===== config.mk =====
export PLATFORM = sky130hd
export DESIGN_NAME = pixel_writer
export DESIGN_NICKNAME = d
export VERILOG_FILES = /design/src/rtl/pixel_writer_pkg.sv /design/src/rtl/pixel_fifo.sv /design/src/rtl/pixel_writer.sv
export SDC_FILE = /design/constraint.sdc
export NUM_CORES = 1
export LEC_CHECK = 0
export CAP_MARGIN = 10
export CORE_ASPECT_RATIO = 0.6
export CORE_MARGIN = 1.5
export CORE_UTILIZATION = 56
export DETAILED_ROUTE_END_ITERATION = 6
export PLACE_DENSITY = 0.78
export RECOVER_POWER = 50
export REMOVE_ABC_BUFFERS = 1
export SKIP_LAST_GASP = 1
export SLEW_MARGIN = 20
export SYNTH_ARGS = -nofsm -noshare
export SYNTH_HDL_FRONTEND = slang
export SYNTH_HIERARCHICAL = 1
export SYNTH_SLANG_ARGS = --single-unit

===== constraint.sdc =====
create_clock -name clk_in -period 4.5 [get_ports clk_in]
set_input_delay 0.675 -clock clk_in [delete_from_list [all_inputs] [get_ports clk_in]]
set_output_delay 0.675 -clock clk_in [all_outputs]
set_load 0.03 [all_outputs]

===== src/rtl/pixel_writer_pkg.sv =====
`default_nettype none
// +----------------------------------------------------------------------------+
// | Module   : pixel_writer_pkg                                                |
// | Purpose  : Shared types and helpers for the pixel writer stage.            |
// | Revision : 1.0 - initial release                                           |
// +----------------------------------------------------------------------------+
package pixel_writer_pkg;

    // Queue entry fields are sized for the largest supported frame and colour depth.
    localparam int c_pw_addr_max  = 24;
    localparam int c_pw_color_max = 16;

    typedef enum logic [1:0] {
        ST_IDLE  = 2'd0,
        ST_DRAIN = 2'd1,
        ST_CLEAR = 2'd2
    } pw_state_t;

    typedef struct packed {
        logic [c_pw_addr_max-1:0]  addr;
        logic [c_pw_color_max-1:0] color;
    } pix_entry_t;

    function automatic int calc_addr_width(input int width, input int height);
        return (width * height > 1) ? $clog2(width * height) : 1;
    endfunction

endpackage
`default_nettype wire


===== src/rtl/pixel_fifo.sv =====
`default_nettype none
// +----------------------------------------------------------------------------+
// | Module   : pixel_fifo                                                      |
// | Purpose  : Synchronous FIFO with registered storage and show-ahead head.   |
// | Revision : 1.0 - initial release                                           |
// +----------------------------------------------------------------------------+
module pixel_fifo #(
    parameter int WIDTH = 8,
    parameter int DEPTH = 4,
    localparam int PTR_W = $clog2(DEPTH),
    localparam int CNT_W = PTR_W + 1
) (
    input  logic             clk_in,
    input  logic             rst_in,
    input  logic             push,
    input  logic             pop,
    input  logic [WIDTH-1:0] din,
    output logic [WIDTH-1:0] dout,
    output logic [CNT_W-1:0] count,
    output logic             empty,
    output logic             full
);

    logic [WIDTH-1:0] r_mem [DEPTH];
    logic [PTR_W-1:0] r_wr_ptr;
    logic [PTR_W-1:0] r_rd_ptr;
    logic [CNT_W-1:0] r_count;
    logic             w_do_push;
    logic             w_do_pop;

    assign empty     = (r_count == '0);
    assign full      = (r_count == CNT_W'(DEPTH));
    assign count     = r_count;
    assign dout      = r_mem[r_rd_ptr];
    assign w_do_push = push && !full;
    assign w_do_pop  = pop && !empty;

    // DEPTH is a power of two, so the pointers wrap naturally.
    always_ff @(posedge clk_in) begin
        if (rst_in) begin
            r_wr_ptr <= '0;
            r_rd_ptr <= '0;
            r_count  <= '0;
        end else begin
            if (w_do_push) r_wr_ptr <= r_wr_ptr + PTR_W'(1);
            if (w_do_pop)  r_rd_ptr <= r_rd_ptr + PTR_W'(1);
            r_count <= r_count + CNT_W'(w_do_push) - CNT_W'(w_do_pop);
        end
    end

    always_ff @(posedge clk_in) begin
        if (w_do_push) r_mem[r_wr_ptr] <= din;
    end

endmodule
`default_nettype wire


===== src/rtl/pixel_writer.sv =====
`default_nettype none
// +----------------------------------------------------------------------------+
// | Module   : pixel_writer                                                    |
// | Purpose  : Clips rasteriser pixels, queues them and writes the framebuffer;|
// |            also performs a full-frame clear sweep.                         |
// | Revision : 1.0 - initial release                                           |
// +----------------------------------------------------------------------------+
module pixel_writer
    import pixel_writer_pkg::*;
#(
    parameter int COORD_WIDTH = 16,
    parameter int FB_WIDTH    = 320,
    parameter int FB_HEIGHT   = 180,
    parameter int COLOR_WIDTH = 8,
    parameter int FIFO_DEPTH  = 4,
    parameter int ADDR_WIDTH  = calc_addr_width(FB_WIDTH, FB_HEIGHT)
) (
    input  logic                          clk_in,
    input  logic                          rst_in,
    input  logic                          pix_valid,
    input  logic signed [COORD_WIDTH-1:0] pix_x,
    input  logic signed [COORD_WIDTH-1:0] pix_y,
    input  logic        [COLOR_WIDTH-1:0] pix_color,
    output logic                          pix_ready,
    input  logic                          clear_start,
    input  logic        [COLOR_WIDTH-1:0] clear_color,
    input  logic                          fb_stall,
    output logic                          fb_we,
    output logic        [ADDR_WIDTH-1:0]  fb_addr,
    output logic        [COLOR_WIDTH-1:0] fb_data,
    output logic                          busy,
    output logic                          clear_done,
    output logic        [15:0]            clipped_count
);

    localparam int c_cnt_w     = $clog2(FIFO_DEPTH) + 1;
    localparam int c_fb_pixels = FB_WIDTH * FB_HEIGHT;
    localparam logic [ADDR_WIDTH-1:0] c_last_addr = ADDR_WIDTH'(c_fb_pixels - 1);

    pw_state_t              r_state;
    pw_state_t              w_state_next;
    logic [ADDR_WIDTH-1:0]  r_sweep;
    logic [COLOR_WIDTH-1:0] r_clear_color;
    logic                   r_fb_we;
    logic [ADDR_WIDTH-1:0]  r_fb_addr;
    logic [COLOR_WIDTH-1:0] r_fb_data;
    logic                   r_clear_done;
    logic [15:0]            r_clipped;

    logic signed [31:0]     w_x_s;
    logic signed [31:0]     w_y_s;
    logic                   w_in_bounds;
    logic                   w_accept;
    logic                   w_push;
    logic                   w_pop;
    logic                   w_sweep_wr;
    pix_entry_t             w_push_entry;
    pix_entry_t             w_head;
    logic [c_cnt_w-1:0]     w_count;
    logic                   w_empty;
    logic                   w_fifo_full;
    logic                   w_unused;

    assign w_x_s       = 32'(pix_x);
    assign w_y_s       = 32'(pix_y);
    assign w_in_bounds = (w_x_s >= 0) && (w_x_s < FB_WIDTH) &&
                         (w_y_s >= 0) && (w_y_s < FB_HEIGHT);

    assign pix_ready  = (r_state == ST_IDLE) && (w_count < c_cnt_w'(FIFO_DEPTH));
    assign w_accept   = pix_valid && pix_ready;
    assign w_push     = w_accept && w_in_bounds;
    assign w_pop      = !w_empty && !fb_stall && (r_state != ST_CLEAR);
    assign w_sweep_wr = (r_state == ST_CLEAR) && !fb_stall;

    always_comb begin
        w_push_entry       = '0;
        w_push_entry.addr  = c_pw_addr_max'(w_y_s * FB_WIDTH + w_x_s);
        w_push_entry.color = c_pw_color_max'(pix_color);
    end

    pixel_fifo #(
        .WIDTH ($bits(pix_entry_t)),
        .DEPTH (FIFO_DEPTH)
    ) u_fifo (
        .clk_in (clk_in),
        .rst_in (rst_in),
        .push   (w_push),
        .pop    (w_pop),
        .din    (w_push_entry),
        .dout   (w_head),
        .count  (w_count),
        .empty  (w_empty),
        .full   (w_fifo_full)
    );

    // Entry padding bits above ADDR_WIDTH/COLOR_WIDTH are never needed downstream.
    assign w_unused = ^{w_head.addr, w_head.color, w_fifo_full};

    always_ff @(posedge clk_in) begin
        if (rst_in) r_state <= ST_IDLE;
        else        r_state <= w_state_next;
    end

    always_comb begin
        w_state_next = r_state;
        case (r_state)
            ST_IDLE:  if (clear_start) w_state_next = ST_DRAIN;
            ST_DRAIN: if (w_empty)     w_state_next = ST_CLEAR;
            ST_CLEAR: if (w_sweep_wr && (r_sweep == c_last_addr)) w_state_next = ST_IDLE;
            default:  w_state_next = ST_IDLE;
        endcase
    end

    always_ff @(posedge clk_in) begin
        if (rst_in) begin
            r_sweep       <= '0;
            r_clear_color <= '0;
            r_fb_we       <= 1'b0;
            r_fb_addr     <= '0;
            r_fb_data     <= '0;
            r_clear_done  <= 1'b0;
            r_clipped     <= '0;
        end else begin
            if ((r_state == ST_IDLE) && clear_start) r_clear_color <= clear_color;

            if (r_state == ST_DRAIN)  r_sweep <= '0;
            else if (w_sweep_wr)      r_sweep <= r_sweep + ADDR_WIDTH'(1);

            r_fb_we <= w_pop || w_sweep_wr;
            if (w_sweep_wr) begin
                r_fb_addr <= r_sweep;
                r_fb_data <= r_clear_color;
            end else if (w_pop) begin
                r_fb_addr <= w_head.addr[ADDR_WIDTH-1:0];
                r_fb_data <= w_head.color[COLOR_WIDTH-1:0];
            end

            r_clear_done <= w_sweep_wr && (r_sweep == c_last_addr);

            if (w_accept && !w_in_bounds && (r_clipped != 16'hFFFF))
                r_clipped <= r_clipped + 16'd1;
        end
    end

    assign fb_we         = r_fb_we;
    assign fb_addr       = r_fb_addr;
    assign fb_data       = r_fb_data;
    assign clear_done    = r_clear_done;
    assign clipped_count = r_clipped;
    assign busy          = (r_state != ST_IDLE) || !w_empty || r_fb_we;

endmodule
`default_nettype wire


# Yosys cells after proc, flatten, opt, wreduce, memory -nomap -nowiden
# Memories as Yosys holds them, arrays and structs flattened. A register that Yosys moved wholly into a read port is not among the register bits.
# Cells that the tools add are included.
# totals
register_bits	75
input_bits	53
ram_bits	128
wordCells	74
mem_count	1
# classes
n_mul	1
reduce_logical	28
addsub	7
mux	12
n_lt_le_gt_ge	5
eq_ne	9
# mem_list
memory	depth	width	read_ports	rd_clocked_by_memory_dff	wr	line	rtl
u_fifo.r_mem	4	32	1	1	1	pixel_fifo.sv:24	logic [WIDTH-1:0] r_mem [DEPTH];
# op_table
cell	count
$add 16x1->16 const B	2
$ge 16x1->1 const B	2
$mux 16	2
$add 24x16->24	1
$mul 16x4->18 const B	1
$eq 16x16->1 const B	1
$lt 16x10->1 const B	1
$lt 16x9->1 const B	1
$mux 8	2
$ne 16x16->1 const B	1
$logic_and 1x1->1	15
$mux 2	5
$pmux 2 s3	1
$add 2x1->2 const B	2
$logic_not 1->1	4
$ne 2x1->1 const B	2
$ne 2x2->1 const B	2
$reduce_bool 2->1	2
$add 3x1->3	1
$eq 3x3->1 const B	1
$logic_not 3->1	1
$logic_or 1x1->1	3
$lt 3x3->1 const B	1
$reduce_and 3->1	1
other kinds (6)	7

# Depth between registers and ports, before layout
# depth
word_depth	8
ltp_mapped	16

# Cells and area by module
# Netlist, hierarchy kept.
# modules_own_cells
mod	seq_area_each_um2	cells_each	area_per_inst_um2	instances
pixel_fifo	4984.8	260	6298.5	1
pixel_writer	1361.3	536	4425.5	1

# Worst setup path before layout
# Ideal clock, no wire load.
# synth_timing
path_type	input -> register
start	in pix_y[2]
end	mem u_fifo/r_mem[0][39] in the netlist's numbering, data pin
arrival_ps	3586
setup_ps	274
n_path_buf	0
path_stages	15
slack_ps	640
cell_sequence	ha_1 -> ha_1 -> a21o_1 -> a21oi_1 -> o21bai_1 -> a21bo_2 -> a31oi_1 -> o21bai_1 -> xor2_1 -> ha_1 -> o211ai_1 -> or3_1 -> a31oi_1 -> a31oi_1 -> xnor2_1
# synth_lines
element	line	rtl
start: declaration	pixel_writer.sv:22	input logic signed [COORD_WIDTH-1:0] pix_y,
end: declaration	pixel_fifo.sv:24	

# Worst setup path in the final report
# layout_timing
start	in pix_x[15]
end	reg u_fifo.r_count[2] (netlist: u_fifo/count[2])
# layout_between
elab_chain_cells	8
word_cells_on_any_way	9
# layout_lines
element	line	rtl
start: declaration	pixel_writer.sv:21	input logic signed [COORD_WIDTH-1:0] pix_x,
$ge 16x1->1 or $lt 16x10->1 (tied branches)	pixel_writer.sv:66	assign w_in_bounds = (w_x_s >= 0) && (w_x_s < FB_WIDTH) &&
$logic_and 1x1->1 (*) (2 in a row)	pixel_writer.sv:66	
$logic_and 1x1->1 (*)	pixel_writer.sv:67	(w_y_s >= 0) && (w_y_s < FB_HEIGHT);
$logic_and 1x1->1 (*)	pixel_writer.sv:71	assign w_push = w_accept && w_in_bounds;
net w_push	pixel_writer.sv:54	logic w_push;
$logic_and 1x1->1 (*)	pixel_fifo.sv:35	assign w_do_push = push && !full;
$add 3x1->3 (*)	pixel_fifo.sv:47	r_count <= r_count + CNT_W'(w_do_push) - CNT_W'(w_do_pop);
$sub 3x1->3 (*)	pixel_fifo.sv:47	
end signal: assignment	pixel_fifo.sv:47	
end: declaration	pixel_fifo.sv:27	logic [CNT_W-1:0] r_count;
# Mark *: on every way through the listed nets, which the timed path passes. The rest lies on a longest branch.
# A chain may end at the register's enable or synchronous reset.

==> results_dict.tcl <==
set metrics [dict create \
    status "finished, violations left" \
    violations "capacitance limit, slew limit" \
    grt_max_degree 36 \
    cts_repair_resize_count 0 \
    gr-usage-all-layers_pct 25.23 \
    stdcell_area_um2 9220 \
    num-fill-cells 879 \
    core_um2 13050 \
    hp-class "reg -> reg" \
    drive_gt1_share_pct 10.11 \
    dp_hpwl_um 11330 \
    finalWorstSetupSlack_ns 0.7844 \
    clock_latency_ns 0.42 \
    skew_ns 0.01085 \
    wirelength_um 16940 \
    vias 5207 \
    ir_drop_v 0.0002399 \
    layout_min_cycle_time_ns 3.716 \
    p_per_area_nw_per_um2 390.3 \
    grt_setup_unrepaired "no" \
    worstSetupStartpointType "primary input" \
    die_h_um 93.24 \
    cts.sinks 173 \
    finalNetCount 789 \
    grt_pass1_vias 5269 \
    cts_buffer_depth 2 \
    num_rows 32 \
    placed_area_um2 8650 \
    netlist_area_um2 7600 \
    cts_made_buffers 17 \
    register_area_um2 4424 \
    tightest_slew_ns 1.778 \
    drtPass1Iterations 5 \
    setup_viol 0 \
    clock.fmax_mhz 269.1 \
    timing_hold_violations_final 0 \
    worstPathCellList "clkdlybuf4s50_1 -> nor4_1 -> nand4_1 -> nand3b_1 -> nor2_1 -> inv_1 -> nor2_1 -> inv_1 -> ha_1 -> inv_1 -> ha_1 -> fa_1 -> xnor2_1 -> xnor2_1 -> nor2_1" \
    htreeDepth 4 \
    syn_to_final_growth_pct 21.32 \
    numPortBuffers 96 \
    tns_ns 0 \
    die_w_um 153.4 \
    ant_nets 0 \
    cts_root_buffer "clkbuf_16" \
    worstSetupEndpointType "flop" \
    pre_cts_ws_ns 0.4951 \
    fin_crit_sh_pct 82.57 \
    post-cts-setup-buffers 0 \
    crit_buf_inv 4 \
    multi_input_area_um2 2879 \
    globalplace.congestion 0.8229 \
    crit_path_top_delay_cell "nor4_1" \
    path_max_fanout 6 \
    start_util_pct 58.22 \
    yosysWarnings 6 \
    die_area_um2 14300 \
    final_cell_mix "edfxtp_1 (96), dfxtp_1 (77), nor2_1 (76), dlygate4sd3_1 (56), clkdlybuf4s50_1 (39)" \
    crit_type "in -> reg" \
    via_per_inst 5.904 \
    relSlewSlack_pct -18.68 \
    cts_tree "built" \
    cpPeakStageDelay_ns 0.45 \
    maxCapViolCount 2 \
    syn_inst 604 \
    grt_pass1_wl_um 27160 \
    synth.avg_cell_area_um2 12.58 \
    diodes 0 \
    path_clk_slew_ns 0.06 \
    critical_path_arrival_ns 3.96 \
    avgRoutedWirePerCell_um 19.21 \
    antenna_found_initial 0 \
    drt_iter0_drc 488 \
    boundaryPins 97 \
    drcViolationCount 0 \
    p_leak_nw 3.425 \
    grt_overflow 0 \
    layout_commonest_cell "edfxtp_1" \
    cp_top_family "simple AND/OR/NAND/NOR gates" \
    cts_hold_buffers 0 \
    slew_viol_final 61 \
    cp.required_ns 4.75 \
]
==> final timing paths <==
kind               startpoint               end  cells past startpoint  slack [ns]
min reg2reg  r_clear_color[5]  r_clear_color[5]                      2        0.46
max reg2reg        r_state[0]   u_fifo/count[2]                     13        1.30
max                 pix_x[15]   u_fifo/count[2]                     15        0.78
min          r_clear_color[5]  r_clear_color[5]                      2        0.46
==> stage by stage <==
step	util, %	power [mW]	std cells	hold WS [ns]
after CTS	70.72	3.626	882	0.4585
final	70.64	3.599	882	0.4600
after global placement	66.27	2.186	850	0.4456
after floorplan	-	2.031	573	0.4305
after detailed placement	66.27	2.206	850	0.4497
after global routing	70.64	3.730	882	0.4788
==> power by group <==
group,total [mW],switching [mW],leakage [nW],internal (mW)
clock,1.43,0.587,0.280,0.844
combinational,0.418,0.246,1.66,0.173
sequential,1.75,0.0169,1.49,1.73
total,3.60,0.849,3.43,2.75
==> layout make-up <==
type                    instances  share of cell area (%)
repair buffers                107                   11.17
flip-flops and latches        173                   47.98
well taps                     170                   2.307
clock inverters                11                   1.303
inverters                      25                   1.018
clock buffers                  21                   4.994
multi-input cells             375                   31.23
==> worst register-to-register path: stages, from the launching register on <==
cell and delay (ns):
dfxtp_1 0.41, nor3_1 0.62, nand2_1 0.11, nor2_1 0.11
inv_1 0.08, nor2_1 0.30, inv_1 0.08, ha_1 0.28
inv_1 0.04, ha_1 0.19, fa_1 0.39, xnor2_1 0.21
xnor2_1 0.15, nor2_1 0.05
==> registers in the layout, summed over array words and instances, names as in the netlist, 2 cells and up, named ones only <==
name / count
clipped_count: 16
fb_addr: 16
fb_data: 8
r_clear_color: 8
r_state: 2
r_sweep: 16
u_fifo/count: 3
u_fifo/r_mem: 96
u_fifo/r_rd_ptr: 2
u_fifo/r_wr_ptr: 2
==> routing by layer <==
layer / share of wire (%) / GRT usage (%) / routed length, um / up-vias
li1: - / - / - / 2383
met1: 45 / 34.91 / 7589 / 2576
met2: 47 / 40.83 / 7888 / 232
met3: 7.8 / 6.209 / 1326 / 16
met4: 0.80 / 5.663 / 135 / 0
met5: 0 / 0 / 0 / -
Power figures use the tool's default switching activity.
